$ cat config.mk
export PLATFORM = sky130hd
export DESIGN_NAME = pif_i2c_front
export DESIGN_NICKNAME = d
export VERILOG_FILES = /design/src/rtl/pif_i2c_front_pkg.sv /design/src/rtl/pif_i2c_front_line_sync.sv /design/src/rtl/pif_i2c_front.sv
export SDC_FILE = /design/constraint.sdc
export NUM_CORES = 1
export LEC_CHECK = 0
export BUFFER_PORTS_ARGS = -buffer_cell sky130_fd_sc_hd__buf_2
export CORE_MARGIN = 2
export CORE_UTILIZATION = 35
export DETAILED_ROUTE_END_ITERATION = 8
export PLACE_DENSITY_LB_ADDON = 0.25
export SYNTH_ARGS = -nofsm -noshare
export SYNTH_HDL_FRONTEND = slang
export SYNTH_SLANG_ARGS = --single-unit
export TNS_END_PERCENT = 10
$ cat constraint.sdc
create_clock -name xclk -period 2.4 [get_ports xclk]
set_input_delay 0.48 -clock xclk [delete_from_list [all_inputs] [get_ports xclk]]
set_output_delay 0.48 -clock xclk [all_outputs]
set_load 0.02 [all_outputs]
$ cat src/rtl/pif_i2c_front_pkg.sv
// pif_i2c_front_pkg: shared widths, byte-type codes and FSM encoding for the PIF I2C front-end
package pif_i2c_front_pkg;
  localparam int XA_BITS   = 3;
  localparam int TYPE_BITS = 2;
  localparam int XSUBA_MAX = 7;
  localparam int TYPE_ADDR = 0;
  localparam int TYPE_DATA = 1;
  typedef enum logic [2:0] {
    IDLE, ADDR, ADDR_ACK, WR_BYTE, WR_ACK, RD_BYTE, RD_ACK, IGNORE
  } i2c_state_t;
endpackage

$ cat src/rtl/pif_i2c_front_line_sync.sv
// i2c_line_sync: brings SCL/SDA into xclk and flags SCL edges plus START/STOP conditions
module i2c_line_sync (
  input  logic xclk,
  input  logic sys_rst,
  input  logic scl_i,
  input  logic sda_i,
  output logic sda,
  output logic scl_rise,
  output logic scl_fall,
  output logic start_det,
  output logic stop_det
);
  logic [1:0] scl_s, sda_s;
  logic scl_h, sda_h, scl;
  // Reset to the idle-high bus level so leaving reset never looks like an edge
  always_ff @(posedge xclk or negedge sys_rst)
    if (!sys_rst) begin
      scl_s <= '1;
      sda_s <= '1;
      scl_h <= 1'b1;
      sda_h <= 1'b1;
    end else begin
      scl_s <= {scl_s[0], scl_i};
      sda_s <= {sda_s[0], sda_i};
      scl_h <= scl_s[1];
      sda_h <= sda_s[1];
    end
  assign scl       = scl_s[1];
  assign sda       = sda_s[1];
  assign scl_rise  = scl & ~scl_h;
  assign scl_fall  = ~scl & scl_h;
  assign start_det = scl & scl_h & ~sda & sda_h;
  assign stop_det  = scl & scl_h & sda & ~sda_h;
endmodule

$ cat src/rtl/pif_i2c_front.sv
// pif_i2c_front: I2C slave turning SCL/SDA into XI register strobes and serialising XO read-back
module pif_i2c_front #(
  parameter logic [6:0] I2C_ADDR  = 7'h41,
  parameter int         XA_BITS   = pif_i2c_front_pkg::XA_BITS,
  parameter int         TYPE_BITS = pif_i2c_front_pkg::TYPE_BITS,
  parameter int         XSUBA_MAX = pif_i2c_front_pkg::XSUBA_MAX
) (
  input  logic                   xclk,
  input  logic                   sys_rst,
  input  logic                   scl_i,
  input  logic                   sda_i,
  output logic                   sda_oe,
  output logic                   XI_PWr,
  output logic [2**XA_BITS-1:0]  XI_PRWA,
  output logic                   XI_PRdFinished,
  output logic [XSUBA_MAX:0]     XI_PRdSubA,
  output logic [7-TYPE_BITS:0]   XI_PD,
  input  logic [7:0]             XO,
  output logic                   busy
);
  import pif_i2c_front_pkg::*;
  localparam int PW = 2**XA_BITS;
  i2c_state_t state, state_n;
  logic [3:0] bit_cnt, bit_cnt_n;
  logic [7:0] shreg, shreg_n, nb;
  logic sda, scl_rise, scl_fall, start_det, stop_det;
  logic sda_oe_n, pwr_n, fin_n, is_addr, is_data, addr_hit;
  logic [PW-1:0] prwa_n;
  logic [XSUBA_MAX:0] sub_n;
  logic [7-TYPE_BITS:0] pd_n;

  i2c_line_sync u_sync (
    .xclk      (xclk),
    .sys_rst   (sys_rst),
    .scl_i     (scl_i),
    .sda_i     (sda_i),
    .sda       (sda),
    .scl_rise  (scl_rise),
    .scl_fall  (scl_fall),
    .start_det (start_det),
    .stop_det  (stop_det)
  );

  assign nb       = {shreg[6:0], sda};
  assign is_addr  = nb[TYPE_BITS-1:0] == TYPE_BITS'(TYPE_ADDR);
  assign is_data  = nb[TYPE_BITS-1:0] == TYPE_BITS'(TYPE_DATA);
  assign addr_hit = shreg[7:1] == I2C_ADDR;
  assign busy     = state != IDLE && state != IGNORE;

  always_ff @(posedge xclk or negedge sys_rst)
    if (!sys_rst) begin
      state          <= IDLE;
      bit_cnt        <= '0;
      shreg          <= '0;
      sda_oe         <= 1'b0;
      XI_PWr         <= 1'b0;
      XI_PRWA        <= '0;
      XI_PRdFinished <= 1'b0;
      XI_PRdSubA     <= '0;
      XI_PD          <= '0;
    end else begin
      state          <= state_n;
      bit_cnt        <= bit_cnt_n;
      shreg          <= shreg_n;
      sda_oe         <= sda_oe_n;
      XI_PWr         <= pwr_n;
      XI_PRWA        <= prwa_n;
      XI_PRdFinished <= fin_n;
      XI_PRdSubA     <= sub_n;
      XI_PD          <= pd_n;
    end

  always_comb begin
    state_n   = state;
    bit_cnt_n = bit_cnt;
    shreg_n   = shreg;
    sda_oe_n  = sda_oe;
    pwr_n     = 1'b0;
    fin_n     = 1'b0;
    prwa_n    = XI_PRWA;
    sub_n     = XI_PRdSubA;
    pd_n      = XI_PD;
    if (start_det) begin
      state_n   = ADDR;
      bit_cnt_n = '0;
      sub_n     = '0;
      sda_oe_n  = 1'b0;
    end else if (stop_det) begin
      state_n  = IDLE;
      sda_oe_n = 1'b0;
    end else begin
      case (state)
        ADDR:
          if (scl_rise) begin
            shreg_n   = nb;
            bit_cnt_n = bit_cnt + 4'd1;
          end else if (scl_fall && bit_cnt == 4'd8) begin
            state_n  = addr_hit ? ADDR_ACK : IGNORE;
            sda_oe_n = addr_hit;
          end
        // shreg[0] still holds R/W; XO is loaded unconditionally since a write shifts it out anyway
        ADDR_ACK:
          if (scl_fall) begin
            state_n   = shreg[0] ? RD_BYTE : WR_BYTE;
            bit_cnt_n = '0;
            shreg_n   = XO;
            sda_oe_n  = shreg[0] & ~XO[7];
          end
        WR_BYTE:
          if (scl_rise) begin
            shreg_n   = nb;
            bit_cnt_n = bit_cnt + 4'd1;
            if (bit_cnt == 4'd7) begin
              prwa_n = is_addr ? PW'(nb[TYPE_BITS+XA_BITS-1:TYPE_BITS]) : XI_PRWA;
              pd_n   = is_data ? nb[7:TYPE_BITS] : XI_PD;
              pwr_n  = is_data;
            end
          end else if (scl_fall && bit_cnt == 4'd8) begin
            state_n  = WR_ACK;
            sda_oe_n = 1'b1;
          end
        WR_ACK:
          if (scl_fall) begin
            state_n   = WR_BYTE;
            bit_cnt_n = '0;
            sda_oe_n  = 1'b0;
          end
        RD_BYTE:
          if (scl_fall) begin
            bit_cnt_n = bit_cnt + 4'd1;
            shreg_n   = {shreg[6:0], 1'b0};
            state_n   = bit_cnt == 4'd7 ? RD_ACK : RD_BYTE;
            sda_oe_n  = bit_cnt != 4'd7 && !shreg[6];
          end
        // A NACK leaves at the rising edge, so any later fall here follows an ACK
        RD_ACK:
          if (scl_rise) begin
            fin_n   = 1'b1;
            sub_n   = sda ? XI_PRdSubA : XI_PRdSubA + (XSUBA_MAX+1)'(1);
            state_n = sda ? IGNORE : RD_ACK;
          end else if (scl_fall) begin
            state_n   = RD_BYTE;
            bit_cnt_n = '0;
            shreg_n   = XO;
            sda_oe_n  = ~XO[7];
          end
        default: ;
      endcase
    end
  end
endmodule

## Word level (Yosys, flattened, before mapping)

Cells that the tools add are included.

- $add $sub $neg: 2
- Reduce and logical (&&, ||, !) cells: 20
- Bitwise operators: 15
- Eq/ne operators: 30
- Muxes and demuxes: 54

Operators with widths:

| operator | count |
|---|---|
| two-way mux 8 bit | 9 |
| two-way mux 3 bit | 13 |
| inequality test 4 bit (second input constant) | 9 |
| one-hot mux 8 bit (4 select lines) | 1 |
| two-way mux 4 bit | 6 |
| two-way mux 1 bit | 21 |
| one-hot mux 3 bit (6 select lines) | 1 |
| AND reduction 6 bit | 3 |
| one-hot mux 4 bit (4 select lines) | 1 |
| AND reduction 10 bit | 1 |
| equality test 3 bit (second input constant) | 3 |
| inequality test 3 bit (second input constant) | 3 |
| AND reduction 9 bit | 1 |
| adder 8 x 1 -> 8 bit (second input constant) | 1 |
| bitwise AND 1 bit | 8 |
| inequality test 2 bit (second input constant) | 4 |
| nonzero test 8 bit | 1 |
| equality test 7 bit (second input constant) | 1 |
| NOT 1 bit | 7 |
| equality test 3 x 2 -> 1 bit (second input constant) | 2 |
| one-hot mux 1 bit (6 select lines) | 1 |
| inequality test 5 bit (second input constant) | 1 |
| AND reduction 5 bit | 1 |
| nonzero test 5 bit | 1 |
| 17 further kinds | 21 |

- Input bits: 12
- Output and inout bits: 26
- Flip-flop bits (word level): 41
- Logic and storage cells: 134

## Depth between registers and ports, before layout

Gate-level depths: netlist of run 1.

- Word-level depth: 8
- Depth in mapped cells: 8
- Gate-level depth less buffers: 7

## Hierarchy

From an unflattened synthesis of run 1, not the netlist that was laid out.

- Cells, all modules: 211
- Area total of the unflattened synthesis: 2200.9 um^2

By module, submodules not included:

| module | sequential area each (um^2) | cells each | instances | area each (um^2) |
|---|---|---|---|---|
| pif_i2c_front | 875.8 | 201 | 1 | 2010.7 |
| i2c_line_sync | 157.7 | 10 | 1 | 190.2 |

## Least setup slack after synthesis of run 1

OpenSTA, ideal clock, no wires.

- Path type: reg-to-reg
- From: reg u_sync.scl_h
- To: reg state[2]
- Cell stages (with the launch flop): 7
- Required time: 2323 ps
- Setup time: 77 ps
- Slack: 471 ps
- Period minus slack after synthesis: 1929 ps
- Arrival: 1852 ps
- Path buffers: 0
- Cells stage by stage: dfstp_2 > ha_1 > and4b_1 > nor3_1 > or2_4 > or4_1 > a21oi_1

- Longest elaborated chain between the ends: 6

Ends and longest elaborated chain:

| item | RTL line | RTL |
|---|---|---|
| start: declaration | pif_i2c_front_line_sync.sv:14 | `logic scl_h, sda_h, scl;` |
| start signal: assignment | pif_i2c_front_line_sync.sv:25 | `scl_h <= scl_s[1];` |
| branches (longest 6 deep; another with AND reduction 9 bit) | - |  |
| end signal: assignment | pif_i2c_front.sv:62 | `state <= state_n;` |
| end: declaration | pif_i2c_front.sv:23 | `i2c_state_t state, state_n;` |

Several ways; the timed one is not identified.
A chain may end at the register's enable or synchronous reset.

## Worst setup path in the final report of run 1

Ends and elaborated chain as after synthesis.

==> results of run 1 <==
[per-layer routing]
metal	GRT usage, %	up-vias
li1	-	855
met1	19.3	784
met2	21.2	34
met3	3.70	5
met4	4.76	0
met5	0	-
[synth_stat cells (all sizes together), types with 4 or more instances]
cell	instances	area, um2
o21ai	9	45.0
inv	10	37.5
nand2	12	45.0
mux2	10	113
o211ai	5	37.5
nor3	6	35.0
nand4	4	31.3
xor2	4	35.0
a21oi	21	113
buf	13	98.8
ha	6	75.1
nor2b	6	37.5
dfrtp	35	876
mux2i	11	110
nand3	6	30.0
dfstp	6	158
nor2	26	97.6
[cell usage in the layout, fill, tap and decap left out, drive strengths merged, types with 4 or more instances in the layout]
| master | count |
|---|---|
| a21oi | 21 |
| buf | 36 |
| clkbuf | 7 |
| conb | 5 |
| dfrtp | 35 |
| dfstp | 6 |
| ha | 6 |
| inv | 11 |
| mux2 | 10 |
| mux2i | 11 |
| nand2 | 12 |
| nand3 | 6 |
| nand4 | 4 |
| nor2 | 26 |
| nor2b | 6 |
| nor3 | 6 |
| o211ai | 5 |
| o21ai | 9 |
| xor2 | 4 |
[per-stage QoR]
stage	hold slack, ps	cells	utilization [%]	total power [mW]	area, um2
2_1_floorplan	184	233	-	1.93	2330
3_3_place_gp	346	331	39.1	2.09	2500
3_5_place_dp	347	331	39.1	2.09	2500
4_1_cts	145	339	40.8	2.61	2610
5_1_grt	150	339	40.8	2.82	2610
6_report	144	339	40.8	2.58	2610
[path summary, 6_finish.rpt]
path                                      startpoint                        end  slack, ps
max reg2reg                   u_sync.scl_h$_DFF_PN1_       state[2]$_DFFE_PN0P_        250
min reg2reg                u_sync.sda_s[0]$_DFF_PN1_  u_sync.sda_s[1]$_DFF_PN1_        360
max                           u_sync.scl_h$_DFF_PN1_       state[2]$_DFFE_PN0P_        250
min                                          sys_rst       shreg[5]$_DFFE_PN0P_        140
max in group asynchronous                    sys_rst  u_sync.sda_s[1]$_DFF_PN1_       2000
min in group xclk                              scl_i  u_sync.scl_s[0]$_DFF_PN1_        280
[cell type report]
cell class | count | area, um2
clock buffer | 7 | 96.3
clock inverter | 1 | 8.76
fill | 637 | 3780
inverter | 10 | 37.5
multi-input combinational | 167 | 1130
sequential | 41 | 1030
tap | 77 | 96.3
timing repair buffer | 36 | 203
[power groups by stage]
| stage | clock network (mW) | registers [mW] | logic [mW] |
|---|---|---|---|
| final | 0.508 | 1.04 | 1.04 |
| after floorplan | 0 | 0.965 | 0.960 |
| after global routing | 0.561 | 1.07 | 1.19 |
| after global placement | 0 | 1.05 | 1.04 |
| after detailed placement | 0 | 1.05 | 1.04 |
| after CTS | 0.523 | 1.04 | 1.05 |
[state kept, by name (all words and copies together), names as in the netlist]
name / count
u_sync.scl_h: 1
XI_PWr: 1
XI_PRdFinished: 1
u_sync.scl_s: 2
sda_oe: 1
XI_PD: 6
u_sync.sda_h: 1
shreg: 8
XI_PRWA: 3
u_sync.sda_s: 2
bit_cnt: 4
state: 3
XI_PRdSubA: 8
[cells by family (layout without fill, tap and decap cells)]
kind of cell | after synthesis | after routing
compound gates | 44 | 44
xor+xnor | 7 | 7
fa+ha+maj | 6 | 6
buf+inv | 25 | 54
flops | 41 | 41
mux | 21 | 21
other cells | 1 | 5
simple gates | 84 | 84
==> run_results.csv, run 1 <==
group,metric,value,unit
floorplanning,core,6390,um2
route,via_per_inst,4.95,
power_and_ir_drop,power_switching,1.01,mW
layout,antenna_cells,0,
route,top_layer_used,"met4",
floorplanning,die_y,85.3,um
layout,nets,279,
global_route,grt_max_degree,42,
power_and_ir_drop,vdd_drop_max,0.377,mV
timing,finalCritPeriodShare,89.7,%
power_and_ir_drop,total_leakage_power,1.24,nW
clocking,htree_levels,2,
synthesis,async_flop_share,100,%
timing,fin_ws,248,ps
route,initialDrtViolationCount,94,
floorplanning,num_io_pins,38,
clocking,cts_hold_buffers,0,
route,post-route-drc-count,0,
synthesis,yosys_register_bits,41,
worst_setup_path,cpPeakStageDelay,550,ps
timing,setup_violations,0,
synthesis,muxShareOfSynthArea,9.63,%
synthesis,synth_compound_area_share,12.4,%
synthesis,synth_simple_gate_area_share,20.1,%
global_route,antenna_found_initial,0,
timing,setup_tns,0,ps
clocking,post-cts-setup-buffers,0,
clocking,clkTransAtPathRegs,80,ps
clocking,clk_root_buffer_cell,"clkbuf_8",
placed_design,preCtsSetupSlack,268,ps
clocking,post_cts_resized,0,
route,wl_per_cell,13.5,um
timing,slew_headroom,63.9,%
worst_setup_path,cp_data_arrival_time,2370,ps
placed_design,port_buffers,32,
route,via_count,1678,
job,max_cap_violations,0,
worst_setup_path,crit_type,"reg -> reg",
synthesis,synth_edf_count,0,
power_and_ir_drop,p_seq_share,40.1,%
power_and_ir_drop,sw_frac_of_total,39.2,%
floorplanning,die_w,85.3,um
worst_setup_path,required,2620,ps
floorplanning,start_util,36.2,%
synthesis,synth.cell_area,2310,um2
worst_setup_path,path_cells,"ha_1, and4b_1, nor3_1, or2_4, or4_1, a21oi_1",
floorplanning,die-area,7270,um2
outcome,status,"finished, final reports clean",
worst_setup_path,crit_buf_inv,0,
power_and_ir_drop,power_frac_comb,40.3,%
synthesis,synth_seq_area_share,44.7,%
clocking,clock_path_buffers,2,
global_route,grt_pass1_vias,1635,
timing,skew,5.45,ps
worst_setup_path,r2r_cells,6,
synthesis,syn_inst,229,
worst_setup_path,slowest_stage,"dfstp_2",
route,wl_met2,2050,um
global_route,grt_usage,14.0,%
min_path,min_path_type,"in -> async",
route,dr.pass1.iters,4,
layout,drive_above_1_share,27.5,%
floorplanning,rows,29,
power_and_ir_drop,powerDensity,992,nW/um2
synthesis,synthFlopType,"dfrtp_1",
route,wl_met1,2220,um
layout,area_delta_synth_final,12.7,%
timing,hold_viol,0,
worst_setup_path,cp.depth,6,
timing,rsz0062_at_grt,"no",
global_route,grt-ovfl-total,0,
route,drt_wl_total,4570,um
clocking,cts_tree,"yes",
worst_setup_path,crit_path_start_kind,"flip-flop",
synthesis,synth_xor_area_share,2.65,%
placed_design,gp_congestion,0.803,
timing,worstMarginPinSlew,542,ps
route,wl_met3,218,um
clocking,numCtsBuffers,5,
synthesis,avgSynthCellArea,10.1,um2
synthesis,synth_cell_types,49,
synthesis,synth_fa_ha_area_share,3.25,%
power_and_ir_drop,clock_power_share,19.7,%
synthesis,synth_top_family_by_area,"simple AND/OR/NAND/NOR gates",
clocking,clk_latency,290,ps
global_route,grt_pass1_wl,8020,um
timing,layout_min_cycle_time,2150,ps
clocking,cts_sinks,41,
power_and_ir_drop,p_int,1.57,mW
worst_setup_path,cp_top_family,"simple AND/OR/NAND/NOR gates",
placed_design,dp_hpwl,3380,um
timing,fmax,465,MHz
route,drt.antenna.violating_nets,0,
synthesis,synth_warnings,0,
timing,finalMaxSlewViolations,0,
worst_setup_path,path_max_fanout,7,
worst_setup_path,endpoint_kind,"flip-flop",
Power figures use the tool's default switching activity.
==> inputs of run 2 (changes only) <==
--- a/config.mk
+++ b/config.mk
@@ -6,6 +6,8 @@
 export NUM_CORES = 1
 export LEC_CHECK = 0
 export BUFFER_PORTS_ARGS = -buffer_cell sky130_fd_sc_hd__buf_2
+export CELL_PAD_IN_SITES_DETAIL_PLACEMENT = 2
+export CELL_PAD_IN_SITES_GLOBAL_PLACEMENT = 2
 export CORE_MARGIN = 2
 export CORE_UTILIZATION = 35
 export DETAILED_ROUTE_END_ITERATION = 8
==> run 2 against run 1 <==
Against the previous run: non-clock buffer count grew 1; clock skew is essentially flat; sequential share of layout area fell by 0.21 points; first-iteration DRC count down 40%; core utilization increased by 0.22 points; clock-buffer cell count down 1; sequential power is 4% higher; final cell count up 0.29%; combinational power is essentially flat; critical path type unchanged.
==> run_results.csv, run 2 (same netlist as run 1, synthesis figures left out) <==
group,metric,value,unit
outcome,status,"finished, final reports clean",
floorplanning,die_y,85.3,um
clocking,post-cts-setup-buffers,0,
floorplanning,rows,29,
global_route,use_met1,22.8,%
layout,multi_input_area,1130,um2
worst_setup_path,cpPeakStageDelay,560,ps
clocking,clkTransAtPathRegs,90,ps
route,wl_per_cell,17.6,um
worst_setup_path,endpoint_kind,"flip-flop",
route,dr.pass1.iters,4,
layout,drive_above_1_share,27.4,%
route,initialDrtViolationCount,56,
global_route,grt-ovfl-total,0,
clocking,cts_tree,"yes",
global_route,grt_max_degree,42,
timing,skew,5.83,ps
worst_setup_path,cp_data_arrival_time,2440,ps
clocking,clk_root_buffer_cell,"clkbuf_8",
worst_setup_path,crit_type,"reg -> reg",
timing,fin_ws,189,ps
global_route,use_met2,30.0,%
floorplanning,start_util,36.2,%
timing,rsz0062_at_grt,"no",
timing,setup_tns,0,ps
clocking,htree_levels,2,
placed_design,placed_area,2510,um2
route,via_per_inst,5.26,
job,max_cap_violations,0,
layout,instances_no_fill,340,
power_and_ir_drop,total_leakage_power,1.24,nW
timing,layout_min_cycle_time,2210,ps
floorplanning,die-area,7270,um2
power_and_ir_drop,powerDensity,1040,nW/um2
global_route,grt_pass1_vias,1951,
timing,finalMaxSlewViolations,0,
global_route,grt_usage,17.6,%
clocking,cts_sinks,41,
worst_setup_path,path_cells,"ha_1, and4b_1, nor3_1, or2_4, or4_1, a21oi_1",
placed_design,preCtsSetupSlack,168,ps
route,drt_wl_total,5980,um
clocking,post_cts_resized,0,
layout,antenna_cells,0,
layout,reg_top3,"XI_PRdSubA x8, shreg x8, XI_PD x6",
layout,mostFrequentLayoutCell,"dfrtp_1",
floorplanning,num_io_pins,38,
worst_setup_path,crit_buf_inv,0,
timing,worstMarginPinSlew,611,ps
clocking,clock_path_buffers,2,
layout,fillers,715,
placed_design,gp_congestion,0.830,
layout,final_cell_mix,"dfrtp_1 (35), buf_2 (32), nor2_1 (26), a21oi_1 (19), nand2_1 (12)",
route,drt.antenna.violating_nets,0,
timing,finalCritPeriodShare,92.1,%
route,post-route-drc-count,0,
floorplanning,core,6390,um2
power_and_ir_drop,p_total,2.72,mW
worst_setup_path,required,2630,ps
layout,seqCellArea,1030,um2
worst_setup_path,cp_top_family,"simple AND/OR/NAND/NOR gates",
power_and_ir_drop,vdd_drop_max,0.426,mV
timing,hold_viol,0,
global_route,met3_usage,2.92,%
worst_setup_path,crit_path_start_kind,"flip-flop",
placed_design,port_buffers,32,
placed_design,post-place-cells,332,
placed_design,dp_hpwl,4400,um
clocking,cts_hold_buffers,0,
global_route,grt_pass1_wl,10100,um
worst_setup_path,slowest_stage,"dfstp_2",
layout,area_delta_synth_final,13.3,%
floorplanning,die_w,85.3,um
global_route,antenna_found_initial,0,
clocking,clk_latency,290,ps
layout,nets,280,
timing,setup_violations,0,
timing,slew_headroom,59.2,%
min_path,min_path_type,"in -> async",
layout,design_area,2620,um2
global_route,top_usage_layer,"met2",
route,via_count,1787,
timing,fmax,452,MHz
clocking,numCtsBuffers,5,
worst_setup_path,path_max_fanout,7,
[run 2: report_power, final]
part	switching (mW)	total, mW	internal [mW]
logic	0.584	1.07	0.485
registers	0.251	1.08	0.831
clock network	0.258	0.571	0.313
total	1.09	2.72	1.63
[run 2: final timing paths]
kind,start,to,slack [ps],cells past startpoint
max,u_sync.scl_h$_DFF_PN1_,state[2]$_DFFE_PN0P_,190,6
min,sys_rst,XI_PWr$_DFF_PN0_,150,2
max reg2reg,u_sync.scl_h$_DFF_PN1_,state[2]$_DFFE_PN0P_,190,6
min reg2reg,u_sync.scl_s[0]$_DFF_PN1_,u_sync.scl_s[1]$_DFF_PN1_,360,0
max in group asynchronous,sys_rst,u_sync.sda_h$_DFF_PN1_,1990,2
min in group xclk,scl_i,u_sync.scl_s[0]$_DFF_PN1_,270,1
[run 2: cell type report]
| class | count | area share [%] |
|---|---|---|
| flip-flops and latches | 41 | 39.5 |
| clock inverters | 2 | 1.48 |
| multi-input cells | 167 | 43.1 |
| clock buffers | 6 | 2.77 |
| inverters | 10 | 1.43 |
| well taps | 77 | 3.68 |
| repair buffers | 37 | 8.03 |
[run 2: metrics by stage]
stage / util (%) / hold WS, ps
after global routing: 41.0 / 148
after detailed placement: 39.3 / 351
after global placement: 39.3 / 347
after CTS: 41.0 / 144
final: 41.0 / 145
after floorplan: - / 184
[run 2: worst reg2reg max path, stage by stage (launching register included)]
cell and delay (ps):
dfstp_2 560, ha_1 330, and4b_1 240, nor3_1 90, or2_4 290, or4_1 500, a21oi_1 150
[run 2: metal layers]
metal	part of all wire, %	routed length, um	up-vias
li1	-	-	854
met1	46	2740	906
met2	51	3030	22
met3	2.3	139	5
met4	1.0	61	0
met5	0	0	-
==> inputs of run 3 (changes only) <==
--- a/config.mk
+++ b/config.mk
@@ -5,11 +5,13 @@
 export SDC_FILE = /design/constraint.sdc
 export NUM_CORES = 1
 export LEC_CHECK = 0
+export ABC_AREA = 1
+export ABC_CLOCK_PERIOD_IN_PS = 2400
 export BUFFER_PORTS_ARGS = -buffer_cell sky130_fd_sc_hd__buf_2
 export CELL_PAD_IN_SITES_DETAIL_PLACEMENT = 2
 export CELL_PAD_IN_SITES_GLOBAL_PLACEMENT = 2
 export CORE_MARGIN = 2
-export CORE_UTILIZATION = 35
+export CORE_UTILIZATION = 32
 export DETAILED_ROUTE_END_ITERATION = 8
 export PLACE_DENSITY_LB_ADDON = 0.25
 export SYNTH_ARGS = -nofsm -noshare
==> run 3 against run 2 <==
Against the previous run: clock skew is 2.5 ps lower; sequential power down 8%; cell area rose by 4.2%; combinational power grew 34%; non-clock buffer count shrank 2; register-to-register slack better by 60 ps; final cell count grew 33%; die area is 13% higher; critical endpoint is now state[0]$_DFFE_PN0P_.
==> run_results.csv, run 3 <==
group,metric,value,unit
synthesis,synth_cell_types,32,
synthesis,synth_fa_ha_area_share,3.12,%
clocking,numCtsBuffers,5,
clocking,post-cts-setup-buffers,0,
synthesis,avgSynthCellArea,7.52,um2
floorplanning,die_w,90.7,um
route,via_count,2201,
floorplanning,start_util,33.2,%
global_route,antenna_found_initial,0,
route,wl_per_cell,15.6,um
clocking,cts_tree,"yes",
synthesis,synth_top_area_share,36.4,%
timing,hold_viol,0,
floorplanning,die_y,90.7,um
worst_setup_path,required,2650,ps
synthesis,async_flop_share,100,%
placed_design,dp_hpwl,5400,um
timing,finalCritPeriodShare,89.7,%
synthesis,yosys-top-cells-count,"nand2_1 (89), inv_1 (38), dfrtp_1 (35)",
worst_setup_path,path_max_fanout,11,
synthesis,synth.cell_area,2410,um2
synthesis,synth_compound_area_share,12.8,%
worst_setup_path,crit_type,"reg -> reg",
layout,drive_above_1_share,19.8,%
route,dr.pass1.iters,4,
synthesis,synth_most_common_cell,"nand2_1",
placed_design,port_buffers,32,
synthesis,synthFlopType,"dfrtp_1",
route,initialDrtViolationCount,27,
timing,layout_min_cycle_time,2150,ps
route,drt_wl_total,7050,um
global_route,grt-ovfl-total,0,
timing,skew,3.35,ps
placed_design,post-place-cells,445,
layout,antenna_cells,0,
floorplanning,rows,31,
power_and_ir_drop,vdd_drop_max,0.413,mV
global_route,grt_pass1_wl,12200,um
timing,setup_violations,0,
worst_setup_path,crit_path_start_kind,"flip-flop",
timing,finalMaxSlewViolations,0,
global_route,grt_max_degree,42,
route,drt.antenna.violating_nets,0,
power_and_ir_drop,powerDensity,1070,nW/um2
clocking,clk_root_buffer_cell,"clkbuf_8",
power_and_ir_drop,total_leakage_power,1.46,nW
synthesis,muxShareOfSynthArea,0,%
route,post-route-drc-count,0,
global_route,grt_usage,18.5,%
synthesis,yosys_register_bits,41,
layout,final_cell_mix,"nand2_1 (89), inv_1 (38), dfrtp_1 (35), nor2_1 (32), buf_2 (32)",
layout,reg_top3,"XI_PRdSubA x8, shreg x8, XI_PD x6",
clocking,cts_hold_buffers,0,
synthesis,synth_seq_area_share,42.9,%
synthesis,synth_top_family_by_area,"simple AND/OR/NAND/NOR gates",
layout,area_delta_synth_final,13.3,%
synthesis,synth_edf_count,0,
layout,instances_no_fill,453,
clocking,clkTransAtPathRegs,90,ps
synthesis,synth_simple_gate_area_share,30.0,%
clocking,htree_levels,2,
synthesis,syn_inst,320,
worst_setup_path,endpoint_kind,"flip-flop",
floorplanning,core,7250,um2
floorplanning,die-area,8230,um2
synthesis,synth_warnings,0,
synthesis,synth_area_leaders,"dfrtp_1 (36%), nand2_1 (14%), dfstp_2 (6.5%), inv_1 (5.9%), o21ai_0 (5.6%)",
min_path,min_path_type,"in -> async",
power_and_ir_drop,p_total,2.93,mW
clocking,post_cts_resized,0,
synthesis,synth_xor_area_share,0.364,%
timing,fmax,465,MHz
synthesis,synth_top_area_cell,"dfrtp_1",
layout,mostFrequentLayoutCell,"nand2_1",
timing,slew_headroom,63.5,%
worst_setup_path,cp_data_arrival_time,2400,ps
timing,rsz0062_at_grt,"no",
layout,design_area,2730,um2
clocking,cts_sinks,41,
timing,setup_tns,0,ps
floorplanning,num_io_pins,38,
clocking,clk_latency,300,ps
layout,nets,371,
placed_design,gp_congestion,0.833,
job,max_cap_violations,0,
outcome,status,"finished, final reports clean",
placed_design,placed_area,2630,um2
timing,worstMarginPinSlew,548,ps
global_route,grt_pass1_vias,2364,
route,via_per_inst,4.86,
clocking,clock_path_buffers,2,
## run 3: final timing paths
path | startpoint | endpoint | slack, ps | cells past startpoint
setup / recovery | u_sync.scl_s[1]$_DFF_PN1_ | state[0]$_DFFE_PN0P_ | 250 | 9
hold / removal | sys_rst | bit_cnt[0]$_DFFE_PN0P_ | 240 | 2
setup reg to reg | u_sync.scl_s[1]$_DFF_PN1_ | state[0]$_DFFE_PN0P_ | 250 | 9
hold reg to reg | u_sync.sda_s[0]$_DFF_PN1_ | u_sync.sda_s[1]$_DFF_PN1_ | 360 | 0
max in group asynchronous | sys_rst | u_sync.sda_s[1]$_DFF_PN1_ | 1780 | 2
min in group xclk | sda_i | u_sync.sda_s[0]$_DFF_PN1_ | 270 | 1
## run 3: report_power, final
group / internal, mW / total [mW] / switching (mW) / leakage, nW
clock network: 0.234 / 0.508 / 0.274 / 0.0512
registers: 0.842 / 0.990 / 0.148 / 0.527
logic: 0.428 / 1.43 / 1.01 / 0.884
## run 3: kinds of logic after synthesis
| group | count (synthesis) |
|---|---|
| AOI/OAI and AO/OA | 53 |
| adders and majority gates | 6 |
| xor gates and xnor gates | 1 |
| buffers and inverters | 55 |
| DFF | 41 |
| and+or+nand+nor | 163 |
| other | 1 |
## run 3: critical path: stages, from the launching register on
cell	delay (ps)
dfstp_2	570
ha_1	180
nand3_1	200
nand2_1	390
nor2_1	100
nor2_1	220
nand2_1	90
nor2_1	190
nand2_1	80
nand2_1	70
## run 3: area by class of cell
class / instances / area (um2)
Fill cell: 872 / 4530
Tap cell: 99 / 124
Multi-Input combinational cell: 228 / 1130
Sequential cell: 41 / 1030
Inverter: 42 / 158
Clock buffer: 6 / 82.6
Clock inverter: 2 / 13.8
Timing Repair Buffer: 35 / 183
## run 3: layer usage
| layer | vias to the layer above | part of all wire [%] | GRT usage [%] |
|---|---|---|---|
| met3 | 5 | 2.4 | 3.42 |
| met4 | 0 | 1.2 | 5.00 |
| li1 | 1070 | - | - |
| met2 | 24 | 50 | 31.5 |
| met1 | 1102 | 47 | 24.0 |
| met5 | - | 0 | 0 |
## run 3: per-stage QoR
stage          setup WS [ps]  utilization [%]  hold slack (ps)
3_5_place_dp             264             36.3              348
3_3_place_gp             405             36.3              349
5_1_grt                 25.6             37.6              256
6_report                 248             37.6              237
2_1_floorplan            740                -              184
4_1_cts                  226             37.6              265
